===== src/rtl/zx_bus_pkg.sv =====
// Shared definitions for the Z80-side bus initiator: request kinds, half-state
// encodings and per-kind T-state counts.
package zx_bus_pkg;

  localparam logic [2:0] KIND_MEMRD  = 3'd0;
  localparam logic [2:0] KIND_MEMWR  = 3'd1;
  localparam logic [2:0] KIND_IORD   = 3'd2;
  localparam logic [2:0] KIND_IOWR   = 3'd3;
  localparam logic [2:0] KIND_FETCH  = 3'd4;
  localparam logic [2:0] KIND_INTACK = 3'd5;

  // Bit 0 clear marks the PHI-high half of every T-state.
  localparam logic [3:0] ST_IDLE_H = 4'd0;
  localparam logic [3:0] ST_IDLE_L = 4'd1;
  localparam logic [3:0] ST_T1H    = 4'd2;
  localparam logic [3:0] ST_T1L    = 4'd3;
  localparam logic [3:0] ST_T2H    = 4'd4;
  localparam logic [3:0] ST_T2L    = 4'd5;
  localparam logic [3:0] ST_TWH    = 4'd6;
  localparam logic [3:0] ST_TWL    = 4'd7;
  localparam logic [3:0] ST_T3H    = 4'd8;
  localparam logic [3:0] ST_T3L    = 4'd9;
  localparam logic [3:0] ST_T4H    = 4'd10;
  localparam logic [3:0] ST_T4L    = 4'd11;

  localparam int unsigned TSTATES_MEM   = 3;
  localparam int unsigned TSTATES_IO    = 3;
  localparam int unsigned TSTATES_FETCH = 4;

  function automatic int unsigned tstates_of(input logic [2:0] kind);
    int unsigned n;
    case (kind)
      KIND_FETCH:                         n = TSTATES_FETCH;
      KIND_IORD, KIND_IOWR, KIND_INTACK:  n = TSTATES_IO;
      default:                            n = TSTATES_MEM;
    endcase
    return n;
  endfunction

  function automatic logic is_io_like(input logic [2:0] kind);
    return (kind == KIND_IORD) || (kind == KIND_IOWR) || (kind == KIND_INTACK);
  endfunction

  function automatic logic is_read(input logic [2:0] kind);
    return (kind == KIND_MEMRD) || (kind == KIND_IORD) ||
           (kind == KIND_FETCH) || (kind == KIND_INTACK);
  endfunction

  function automatic logic is_reserved(input logic [2:0] kind);
    return kind > KIND_INTACK;
  endfunction

endpackage


===== src/rtl/zx_refresh_ctr.sv =====
// Z80 refresh register: low seven bits count, bit 7 is preserved across increments.
module zx_refresh_ctr
#(
  parameter logic [6:0] R_INIT = 7'h00
) (
  input  logic       clk,
  input  logic       reset,
  input  logic       inc,
  output logic [7:0] r
);

  logic [6:0] r_lo_reg;
  logic       r_hi_reg;

  always_ff @(posedge clk or posedge reset) begin
    if (reset) begin
      r_lo_reg <= R_INIT;
      r_hi_reg <= 1'b0;
    end else if (inc) begin
      r_lo_reg <= r_lo_reg + 7'd1;
    end
  end

  assign r = {r_hi_reg, r_lo_reg};

endmodule


===== src/rtl/zx_bus_initiator.sv =====
// Z80 bus-cycle generator: turns valid/ready requests into half-T-state accurate
// MREQ/IORQ/RD/WR/M1/RFSH sequences and returns one response per completed cycle.
module zx_bus_initiator
  import zx_bus_pkg::*;
#(
  parameter int unsigned AUTO_IO_WAIT = 1,
  parameter logic [6:0]  R_INIT       = 7'h00
) (
  input  logic        clk,
  input  logic        reset,
  input  logic        req_valid,
  output logic        req_ready,
  input  logic [2:0]  req_kind,
  input  logic [15:0] req_addr,
  input  logic [7:0]  req_wdata,
  input  logic [7:0]  i_reg,
  output logic        resp_valid,
  output logic [7:0]  resp_rdata,
  output logic        phi,
  output logic        n_mreq,
  output logic        n_iorq,
  output logic        n_rd,
  output logic        n_wr,
  output logic        n_m1,
  output logic        n_rfsh,
  output logic [15:0] addr,
  output logic        addr_n_oe,
  output logic [7:0]  data_out,
  output logic        data_n_oe,
  input  logic [7:0]  data_in,
  input  logic        n_wait,
  input  logic        n_int,
  output logic        int_pending
);

  logic [3:0] state_reg, state_next;
  logic [2:0] kind_reg;
  logic [7:0] wdata_reg;
  logic [1:0] wait_cnt_reg;
  logic       req_ready_reg;
  logic       accept, io_like, more_auto, r_inc;
  logic [2:0] waits_done;
  logic [7:0] r_val;

  assign accept     = req_valid && req_ready_reg && (state_reg == ST_IDLE_L);
  assign io_like    = is_io_like(kind_reg);
  assign waits_done = {1'b0, wait_cnt_reg} + 3'd1;
  assign more_auto  = io_like && (32'(waits_done) < AUTO_IO_WAIT);
  assign r_inc      = (state_reg == ST_T4L) ||
                      ((state_reg == ST_T3L) && (kind_reg == KIND_INTACK));
  assign req_ready  = req_ready_reg;
  assign phi        = ~state_reg[0];

  zx_refresh_ctr #(.R_INIT(R_INIT)) u_refresh (
    .clk   (clk),
    .reset (reset),
    .inc   (r_inc),
    .r     (r_val)
  );

  always_comb begin
    state_next = ST_IDLE_L;
    case (state_reg)
      ST_IDLE_H: state_next = ST_IDLE_L;
      ST_IDLE_L: state_next = (accept && !is_reserved(req_kind)) ? ST_T1H : ST_IDLE_H;
      ST_T1H:    state_next = ST_T1L;
      ST_T1L:    state_next = ST_T2H;
      ST_T2H:    state_next = ST_T2L;
      // I/O-like cycles always enter the automatic waits; memory cycles sample WAIT here.
      ST_T2L:    state_next = ((io_like && (AUTO_IO_WAIT != 0)) || !n_wait) ? ST_TWH : ST_T3H;
      ST_TWH:    state_next = ST_TWL;
      ST_TWL:    state_next = (more_auto || !n_wait) ? ST_TWH : ST_T3H;
      ST_T3H:    state_next = ST_T3L;
      ST_T3L:    state_next = (tstates_of(kind_reg) == TSTATES_FETCH) ? ST_T4H : ST_IDLE_H;
      ST_T4H:    state_next = ST_T4L;
      ST_T4L:    state_next = ST_IDLE_H;
      default:   state_next = ST_IDLE_L;
    endcase
  end

  // Outputs are registered and change on entry to the half-state that owns them.
  always_ff @(posedge clk or posedge reset) begin
    if (reset) begin
      state_reg     <= ST_IDLE_L;
      req_ready_reg <= 1'b0;
      kind_reg      <= KIND_MEMRD;
      wdata_reg     <= 8'h00;
      wait_cnt_reg  <= 2'd0;
      resp_valid    <= 1'b0;
      resp_rdata    <= 8'h00;
      int_pending   <= 1'b0;
      n_mreq        <= 1'b1;
      n_iorq        <= 1'b1;
      n_rd          <= 1'b1;
      n_wr          <= 1'b1;
      n_m1          <= 1'b1;
      n_rfsh        <= 1'b1;
      addr          <= 16'h0000;
      addr_n_oe     <= 1'b1;
      data_out      <= 8'h00;
      data_n_oe     <= 1'b1;
    end else begin
      state_reg     <= state_next;
      req_ready_reg <= (state_next == ST_IDLE_L);
      resp_valid    <= 1'b0;
      case (state_next)
        ST_T1H: begin
          kind_reg     <= req_kind;
          wdata_reg    <= req_wdata;
          addr         <= req_addr;
          addr_n_oe    <= 1'b0;
          n_m1         <= !((req_kind == KIND_FETCH) || (req_kind == KIND_INTACK));
          wait_cnt_reg <= 2'd0;
        end
        ST_T1L: begin
          if ((kind_reg == KIND_MEMRD) || (kind_reg == KIND_FETCH)) begin
            n_mreq <= 1'b0;
            n_rd   <= 1'b0;
          end else if (kind_reg == KIND_MEMWR) begin
            n_mreq    <= 1'b0;
            data_out  <= wdata_reg;
            data_n_oe <= 1'b0;
          end
        end
        ST_T2H: begin
          if (kind_reg == KIND_IORD) begin
            n_iorq <= 1'b0;
            n_rd   <= 1'b0;
          end else if (kind_reg == KIND_IOWR) begin
            n_iorq    <= 1'b0;
            n_wr      <= 1'b0;
            data_out  <= wdata_reg;
            data_n_oe <= 1'b0;
          end
        end
        ST_T2L: begin
          if (kind_reg == KIND_MEMWR) n_wr <= 1'b0;
        end
        ST_TWL: begin
          if ((kind_reg == KIND_INTACK) && (wait_cnt_reg == 2'd0)) n_iorq <= 1'b0;
        end
        ST_T3H: begin
          resp_rdata <= is_read(kind_reg) ? data_in : 8'h00;
          if (kind_reg == KIND_FETCH) begin
            n_mreq <= 1'b1;
            n_rd   <= 1'b1;
            n_m1   <= 1'b1;
            n_rfsh <= 1'b0;
            addr   <= {i_reg, r_val};
          end else if (kind_reg == KIND_INTACK) begin
            n_m1   <= 1'b1;
            n_iorq <= 1'b1;
          end
        end
        ST_T3L: begin
          if (kind_reg == KIND_FETCH) n_mreq <= 1'b0;
        end
        ST_IDLE_H: begin
          if (accept) begin
            resp_valid <= 1'b1;
            resp_rdata <= 8'h00;
          end else if ((state_reg == ST_T3L) || (state_reg == ST_T4L)) begin
            n_mreq      <= 1'b1;
            n_iorq      <= 1'b1;
            n_rd        <= 1'b1;
            n_wr        <= 1'b1;
            n_m1        <= 1'b1;
            n_rfsh      <= 1'b1;
            data_n_oe   <= 1'b1;
            resp_valid  <= 1'b1;
            int_pending <= !n_int;
          end
        end
        default: ;
      endcase
      if ((state_reg == ST_TWL) && (wait_cnt_reg != 2'd3)) wait_cnt_reg <= wait_cnt_reg + 2'd1;
    end
  end

endmodule


===== config.mk =====
export PLATFORM = sky130hd
export DESIGN_NAME = zx_bus_initiator
export DESIGN_NICKNAME = d
export VERILOG_FILES = /design/src/rtl/zx_bus_pkg.sv /design/src/rtl/zx_refresh_ctr.sv /design/src/rtl/zx_bus_initiator.sv
export SDC_FILE = /design/constraint.sdc
export NUM_CORES = 1
export LEC_CHECK = 0
export ABC_CLOCK_PERIOD_IN_PS = 3000
export CAP_MARGIN = 20
export CORE_ASPECT_RATIO = 1.2
export CORE_MARGIN = 2
export CORE_UTILIZATION = 24
export CTS_BUF_LIST = sky130_fd_sc_hd__clkbuf_16
export CTS_CLUSTER_SIZE = 25
export DETAILED_ROUTE_END_ITERATION = 10
export RECOVER_POWER = 100
export SLEW_MARGIN = 10
export SYNTH_ARGS = -nofsm -noshare
export SYNTH_HDL_FRONTEND = slang
export SYNTH_HIERARCHICAL = 1
export SYNTH_SLANG_ARGS = --single-unit

===== constraint.sdc =====
create_clock -name clk -period 3 [get_ports clk]
set_input_delay 0.45 -clock clk [delete_from_list [all_inputs] [get_ports clk]]
set_output_delay 0.45 -clock clk [all_outputs]
set_load 0.05 [all_outputs]

Word-level counts from Yosys, hierarchy flattened

Cells that the tools add are included.

Bitwise gates (word level): 2
Order comparisons: 2
Equality and inequality tests: 46
$add $sub $neg: 3
Multiplexer cells: 45
Reductions and logical operators: 46

Operators by type and width:

| cell                  | count |
|---|---|
| $mux W8               | 6 |
| $pmux W4 S11          | 1 |
| $eq A32 B3 Y1 const B | 1 |
| $mux W32              | 1 |
| $ne A2 B2 Y1 const B  | 16 |
| $pmux W16 S2          | 1 |
| $pmux W8 S2           | 2 |
| $eq A4 B3 Y1 const B  | 7 |
| $eq A4 B4 Y1 const B  | 6 |
| $mux W1               | 19 |
| $reduce_and A6 Y1     | 3 |
| $eq A4 B2 Y1 const B  | 4 |
| $mux W16              | 1 |
| $reduce_and A7 Y1     | 2 |
| $eq A3 B3 Y1 const B  | 4 |
| $mux W4               | 3 |
| $pmux W1 S4           | 3 |
| $reduce_bool A4 Y1    | 3 |
| $logic_or A1 B1 Y1    | 11 |
| $ne A3 B3 Y1 const B  | 3 |
| $pmux W1 S3           | 3 |
| $reduce_bool A3 Y1    | 3 |
| $eq A4 B1 Y1 const B  | 2 |
| $reduce_and A4 Y1     | 2 |
| other kinds (20)      | 37 |

Bits of input ports: 48
Register bits: 67
Output and inout port bits: 44

Logic depth before layout (Yosys ltp)

Gate-level depths: netlist of run 1.

Depth in word-level cells: 10
Gate-level depth with buffers: 8
Mapped depth without buffers: 7

Hierarchy

The synthesis of run 1 kept the hierarchy.

Modules (own cells, without submodules):

| module           | cells an instance | seq. area each (um^2) | area an instance (um^2) | times used |
|---|---|---|---|---|
| zx_bus_initiator | 287               | 1512.7                | 2957.8                  | 1 |
| zx_refresh_ctr   | 25                | 175.2                 | 297.8                   | 1 |

Worst setup path before layout of run 1

Ideal clock, no wire load.

Path kind: register to register
Start point: register req_ready_reg (netlist: req_ready)
End point: register data_out[0]
Required time: 2875 ps
Stages on the path, launching flop included: 7
Path buffers: 1
Arrival: 1899 ps
Setup time: 125 ps
Setup slack: 976 ps
Cell sequence: dfrtp_1 and2_1 and3_1 buf_2 nor3_4 o32ai_4 mux2_2

Cells in the longest elaborated chain, start to end: 8
Elaborated cells on any way between the ends: 14
Those cells by class: 6 x eq/ne; 3 x mux; 5 x reduce/logical

RTL lines:

| item                                                         | RTL line                | source |
|---|---|---|
| start: declaration                                           | zx_bus_initiator.sv:40  | `logic req_ready_reg;` |
| start signal: assignment                                     | zx_bus_initiator.sv:104 | `req_ready_reg <= (state_next == ST_IDLE_L);` |
| $logic_and A1 B1 Y1 (*) (2 in a row)                         | zx_bus_initiator.sv:45  | `assign accept = req_valid && req_ready_reg && (state_reg == ST_IDLE_L);` |
| $logic_and A1 B1 Y1 (*)                                      | zx_bus_initiator.sv:65  | `ST_IDLE_L: state_next = (accept && !is_reserved(req_kind)) ? ST_T1H : ST_IDLE_H;` |
| $mux W2 (*)                                                  | zx_bus_initiator.sv:65  |  |
| $pmux W4 S11 (*)                                             | zx_bus_initiator.sv:63  | `case (state_reg)` |
| $eq A4 B2 Y1 or $eq A4 B3 Y1 (tied branches)                 | zx_bus_initiator.sv:106 | `case (state_next)` |
| $ne A2 B2 Y1 (no line) or $reduce_bool A2 Y1 (tied branches) | n/a                     |  |
| $reduce_and A5 Y1 (no line)                                  | n/a                     |  |
| end signal: assignment                                       | zx_bus_initiator.sv:121 | `data_out <= wdata_reg;` |
| end signal: assignment                                       | zx_bus_initiator.sv:132 | `data_out <= wdata_reg;` |
| end: declaration                                             | zx_bus_initiator.sv:28  | `output logic [7:0] data_out,` |

Every way passes the cells marked *; elsewhere a longest branch is shown, timed or not.
A chain may end at the register's enable or synchronous reset.

Final worst setup path of run 1

Start point: register state_reg[0]
End point: output phi

Cells in the longest elaborated chain, start to end: 1

RTL lines:

| item                     | RTL line                | source |
|---|---|---|
| start: declaration       | zx_bus_initiator.sv:36  | `logic [3:0] state_reg, state_next;` |
| start signal: assignment | zx_bus_initiator.sv:103 | `state_reg <= state_next;` |
| $not A1 Y1               | zx_bus_initiator.sv:52  | `assign phi = ~state_reg[0];` |
| end: declaration         | zx_bus_initiator.sv:19  | `output logic phi,` |

Every way passes these cells.

==> results of run 1 <==
## through the flow
step                      setup slack [ns]  cell area (µm²)  hold WS [ns]  cells  total power [W]
after CTS                            0.646             4640         0.442    576          0.00518
final                                0.389             4620         0.460    576          0.00503
after floorplan                      0.976             3260         0.253    312          0.00334
after global placement               0.624             4370         0.452    560          0.00414
after global routing                 0.227             4620         0.485    576          0.00534
after detailed placement             0.560             4370         0.457    560          0.00418
## worst register-to-register path, delay by kind of cell, from the launching register on
| family | cells | cell delay [ns] |
|---|---|---|
| buffers and inverters | 1 | 0.18 |
| and+or+nand+nor | 3 | 1.28 |
| DFF | 1 | 0.84 |
| AOI/OAI and AO/OA | 1 | 0.20 |
## final timing paths
kind                              start                     to  slack [ns]  cells past startpoint
max in group asynchronous         reset            kind_reg[1]        0.70                      3
setup / recovery           state_reg[0]                    phi        0.39                      2
hold / removal                     n_m1                   n_m1        0.46                      2
hold reg to reg                    n_m1                   n_m1        0.46                      2
setup reg to reg           state_reg[0]          resp_rdata[6]        0.43                      5
min in group asynchronous         reset  u_refresh/r_lo_reg[4]        0.54                      2
## placed cells by master, fill, tap and decap left out, types with 4 or more instances in the layout
cell,Yosys,final
clkbuf_16,0,9
dfstp_2,9,8
mux2i_1,17,17
clkdlybuf4s50_1,0,46
mux2_2,9,9
o21ai_0,11,11
nor2_1,31,31
nand3_1,4,4
nor2b_1,5,5
dlygate4sd3_1,0,45
a21oi_1,22,22
and3_1,4,4
ha_1,4,4
nor3_1,4,4
inv_1,12,12
a22o_1,8,8
nand2_1,41,41
dfrtp_1,58,58
nand2b_1,7,7
## Yosys cell counts, types with 3 or more instances
master | count | share of area
inv_1 | 12 | 0.014
o21ai_0 | 11 | 0.017
xnor2_1 | 3 | 0.0081
a22o_1 | 8 | 0.022
buf_2 | 8 | 0.012
and3_1 | 4 | 0.0077
nand2b_1 | 7 | 0.013
nand2_1 | 41 | 0.047
a21oi_1 | 22 | 0.034
clkbuf_1 | 5 | 0.0058
and2_1 | 3 | 0.0058
nand3b_1 | 3 | 0.0069
xor2_1 | 3 | 0.0081
nor2_1 | 31 | 0.036
mux2i_1 | 17 | 0.052
dfstp_2 | 9 | 0.073
dfrtp_1 | 58 | 0.45
ha_1 | 4 | 0.015
o31ai_1 | 3 | 0.0069
nor2b_1 | 5 | 0.0096
mux2_2 | 9 | 0.031
nand3_1 | 4 | 0.0061
nor3_1 | 4 | 0.0061
## area by class of cell
cell class | count | area [µm²]
fill | 1365 | 8620
sequential | 67 | 1690
multi-input combinational | 217 | 1440
timing repair buffer | 96 | 955
clock buffer | 9 | 225
tap | 168 | 210
clock inverter | 7 | 52.6
inverter | 12 | 45.0
## per-layer routing
metal | part of all wire | wire (µm) | GRT usage
met4 | 0.013 | 112 | 0.0340
met3 | 0.034 | 284 | 0.0263
met1 | 0.42 | 3560 | 0.156
met5 | 0 | 0 | 0
met2 | 0.53 | 4510 | 0.211
## power groups by stage
stage	Sequential (W)	Combinational, W	Clock, W
5_1_grt	0.00165	0.00265	0.00105
4_1_cts	0.00159	0.00259	0.00100
3_5_place_dp	0.00161	0.00258	0
2_1_floorplan	0.00230	0.00104	0
3_3_place_gp	0.00160	0.00254	0
6_report	0.00158	0.00247	0.000973
## logic make-up after synthesis
family,synth area share
other,0.00115
xor gates and xnor gates,0.0161
adders and majority gates,0.0154
DFF,0.518
AOI/OAI and AO/OA,0.146
and+or+nand+nor,0.181
muxes,0.0834
buffers and inverters,0.0388
==> results.py, run 1 <==
metrics = {
    "cts": {
        "clock-sinks": 67,
        "clock-root-buffer": "clkbuf_16",
        "clock_latency_ns": 0.33,
        "cts_buffer_depth": 2,
        "postCtsSetupBuffers": 0,
        "ctsResizeCount": 0,
        "clk_pin_slew_ns": 0.06,
        "cts_tree": "yes",
        "cts_made_buffers": 9,
        "htreeDepth": 3,
        "ctsHoldBuffers": 0,
    },
    "synth": {
        "syn_nets": 364,
        "avgSynthCellArea_um2": 10.4,
        "synth_seq_area_share": 0.518,
        "netlist_instances": 312,
        "async_reset_ff_frac": 1.00,
        "yosys_warnings": 8,
        "netlist_area_um2": 3260,
        "synth_seq_cells": 67,
        "synth_edf_count": 0,
        "ys.flop_type": "dfrtp_1",
        "yosys.cell_types.count": 56,
    },
    "sta": {
        "period_share": 0.870,
        "fmax_mhz": 383,
        "fin_setup_tns_ns": 0,
        "worst_clock_skew_ns": 0.00812,
        "rsz0062_at_grt": "false",
        "setup_violations": 0,
        "relSlewSlack": 0.245,
        "finalCriticalPeriod_ns": 2.61,
        "finalHoldViolations": 0,
        "worstMarginPinSlew_ns": 1.13,
        "drv_slew": 0,
    },
    "placement": {
        "place_congestion": 0.865,
        "dp_hpwl_um": 6240,
        "numPortBuffers": 91,
    },
    "worst_setup_path": {
        "worstSetupPathType": "flip-flop to primary output",
        "crit_family": "buffers and inverters",
        "crit_buf_inv": 2,
        "arrival_ns": 2.16,
        "path_cells": "inv_1, dlygate4sd3_1",
        "worst_path_max_delay_cell": "dfstp_1",
        "cpPeakStageDelay_ns": 0.84,
        "cp-start-kind": "flip-flop",
        "end_kind": "primary output",
        "crit_fanout": 16,
        "cp.required_ns": 2.55,
    },
    "global_routing": {
        "antenna_found_initial": 0,
        "grt_pass1_wl_um": 14100,
        "grt_pass1_vias": 2772,
        "track_usage": 0.124,
        "gr-total-overflow": 0,
        "grt_max_degree": 34,
    },
    "min_path": {
        "min_path_type": "flip-flop to flip-flop",
    },
    "cells_and_area": {
        "areaGrowthSynthToFinish_pct": 41.9,
        "layout.nets": 455,
        "num_antenna_cells": 0,
        "drive_gt1_frac": 0.118,
        "fin_util": 0.349,
        "largest-register": "addr",
        "largest_reg_flops": 16,
    },
    "drt": {
        "drt_first_iter_violations": 136,
        "wirelength_um": 8470,
        "antenna_left": 0,
        "first_pass_iters": 5,
        "vias": 2635,
        "drc_errors": 0,
        "routed_via_density": 4.57,
        "wire_per_inst_um": 14.7,
    },
    "pwr": {
        "combPwrFrac": 0.492,
        "p_leak_nw": 1.99,
        "clkPwrFrac": 0.194,
        "vdd_drop_max_v": 0.000334,
        "p_int_w": 0.00270,
        "swShare": 0.464,
        "power_density_nw_per_um2": 1090,
        "pwr-share-seq": 0.315,
        "p_sw_w": 0.00233,
    },
    "die": {
        "pin_count": 92,
        "die_y_um": 132,
        "fp.dieW_um": 110,
        "core_um2": 13200,
        "std_cell_rows": 46,
        "start_util": 0.246,
        "die_area_um2": 14500,
    },
    "status": {
        "status": "finished, final reports clean",
    },
    "flow_run": {
        "drv_cap": 0,
    },
}
(Power assumes the default switching activity.)
==> run 2: changes to the inputs <==
- ABC_CLOCK_PERIOD_IN_PS: 3000 -> 2510
- CAP_MARGIN: 20 -> default
- clock period: 3 -> 2.51 ns (I/O delays scaled with it)
==> run 2 against run 1 <==
  * Cell count is 1.4% higher
  * Sequential share of layout area fell by 0.54 points
  * Utilization increased by 0.52 points
  * Combinational power is 21% higher
  * Sequential cell count unchanged
  * The flow now finishes with violations (max-capacitance violations, max-slew violations)
  * Cell area grew 1.5%
  * Routed wire length up 0.21%
  * Worst hold slack lost 0.0087 ns
  * Sequential power up 20%
  * Register-to-register slack lost 0.24 ns
  * Clock power up 27%
  * Critical path depth stayed put
==> results.py, run 2 (synthesized netlist as in run 1, its figures left out) <==
metrics = {
    "flow_run": {
        "drv_cap": 1,
    },
    "global_routing": {
        "gr-total-overflow": 0,
        "antenna_found_initial": 0,
        "grtUsageMet1": 0.152,
        "grt_pass1_wl_um": 13900,
        "use_met2": 0.205,
        "track_usage": 0.123,
        "grt_busiest_layer": "met2",
        "grtUsageMet3": 0.0313,
        "grt_pass1_vias": 2699,
        "grt_max_degree": 34,
    },
    "cts": {
        "clock-sinks": 67,
        "htreeDepth": 3,
        "cts_tree": "yes",
        "clk_pin_slew_ns": 0.05,
        "ctsHoldBuffers": 0,
        "clock_latency_ns": 0.33,
        "cts_made_buffers": 9,
        "ctsResizeCount": 0,
        "postCtsSetupBuffers": 0,
        "cts_buffer_depth": 2,
        "clock-root-buffer": "clkbuf_16",
    },
    "placement": {
        "numPortBuffers": 91,
        "place_inst": 568,
        "dp_hpwl_um": 6310,
        "post_dp_cell_area_um2": 4410,
        "place_congestion": 0.819,
    },
    "status": {
        "violations": "max-capacitance violations, max-slew violations",
        "status": "finished with violations",
    },
    "cells_and_area": {
        "largest-register": "addr",
        "drive_gt1_frac": 0.127,
        "fill_cells": 1353,
        "most-common-layout-cells": "58 x dfrtp_1, 46 x clkdlybuf4s50_1, 45 x dlygate4sd3_1",
        "areaGrowthSynthToFinish_pct": 44.0,
        "largest_reg_flops": 16,
        "layout.nets": 463,
        "final_area_um2": 4690,
        "num_antenna_cells": 0,
        "fin_util": 0.354,
        "layout_commonest_cell": "dfrtp_1",
        "fin_cells": 584,
    },
    "die": {
        "start_util": 0.246,
        "std_cell_rows": 46,
        "die_y_um": 132,
        "die_area_um2": 14500,
        "core_um2": 13200,
        "fp.dieW_um": 110,
        "pin_count": 92,
    },
    "sta": {
        "finalCriticalPeriod_ns": 2.34,
        "worst_clock_skew_ns": 0.00535,
        "worstMarginPinSlew_ns": 1.52,
        "drv_slew": 28,
        "period_share": 0.932,
        "fin_setup_tns_ns": 0,
        "finalHoldViolations": 0,
        "setup_violations": 0,
        "rsz0062_at_grt": "false",
        "relSlewSlack": -0.0121,
        "fmax_mhz": 428,
    },
    "worst_setup_path": {
        "worstSetupPathType": "flip-flop to primary output",
        "worst_path_max_delay_cell": "dlygate4sd3_1",
        "cpPeakStageDelay_ns": 0.80,
        "cp.required_ns": 2.13,
        "crit_buf_inv": 2,
        "path_cells": "inv_1, dlygate4sd3_1",
        "crit_family": "buffers and inverters",
        "end_kind": "primary output",
        "crit_fanout": 16,
        "arrival_ns": 1.96,
        "cp-start-kind": "flip-flop",
    },
    "drt": {
        "routed_via_density": 4.52,
        "drc_errors": 0,
        "wirelength_um": 8490,
        "antenna_left": 0,
        "drt_first_iter_violations": 117,
        "wire_per_inst_um": 14.5,
        "first_pass_iters": 6,
        "vias": 2638,
    },
    "pwr": {
        "swShare": 0.452,
        "combPwrFrac": 0.489,
        "clkPwrFrac": 0.202,
        "vdd_drop_max_v": 0.000631,
        "pwr-share-seq": 0.309,
        "p_leak_nw": 2.04,
        "p_int_w": 0.00336,
        "power_density_nw_per_um2": 1310,
        "p_sw_w": 0.00278,
    },
    "min_path": {
        "min_path_type": "input pin to async pin",
    },
}
[run 2: final timing paths]
kind / from / end / slack (ns) / depth (start not counted)
worst max-delay path: state_reg[0] / phi / 0.17 / 2
worst min-delay path: reset / u_refresh/r_lo_reg[3] / 0.45 / 2
worst max register to register: state_reg[2] / int_pending / 0.19 / 6
worst min register to register: n_m1 / n_m1 / 0.46 / 2
max in group asynchronous: reset / addr[5] / 0.56 / 3
min in group clk: n_m1 / n_m1 / 0.46 / 2
[run 2: final cells by class]
class	instances	area (µm²)	share of cell area
flip-flops and latches	67	1690	0.360
multi-input cells	217	1440	0.307
clock inverters	7	70.1	0.0149
repair buffers	104	1010	0.216
well taps	168	210	0.0448
inverters	12	45.0	0.00961
clock buffers	9	225	0.0480
[run 2: power groups by stage]
| stage | logic (W) | clock network (W) | registers [W] |
|---|---|---|---|
| finish | 0.00300 | 0.00124 | 0.00190 |
| global route | 0.00321 | 0.00132 | 0.00198 |
| CTS | 0.00315 | 0.00127 | 0.00190 |
| detailed placement | 0.00314 | 0 | 0.00192 |
| global placement | 0.00310 | 0 | 0.00191 |
| floorplan | 0.00124 | 0 | 0.00275 |
[run 2: layer usage]
metal,vias to the layer above,part of all wire
met5,-,0
met4,0,0.014
met2,56,0.53
li1,1282,-
met1,1289,0.41
met3,11,0.042
[run 2: per-stage QoR]
| stage | hold slack, ns | power (W) | setup WS, ns |
|---|---|---|---|
| 6_report | 0.451 | 0.00614 | 0.171 |
| 4_1_cts | 0.342 | 0.00632 | 0.224 |
| 3_5_place_dp | 0.460 | 0.00506 | 0.196 |
| 5_1_grt | 0.470 | 0.00651 | 0.0626 |
| 3_3_place_gp | 0.452 | 0.00501 | 0.250 |
| 2_1_floorplan | 0.180 | 0.00399 | 0.486 |
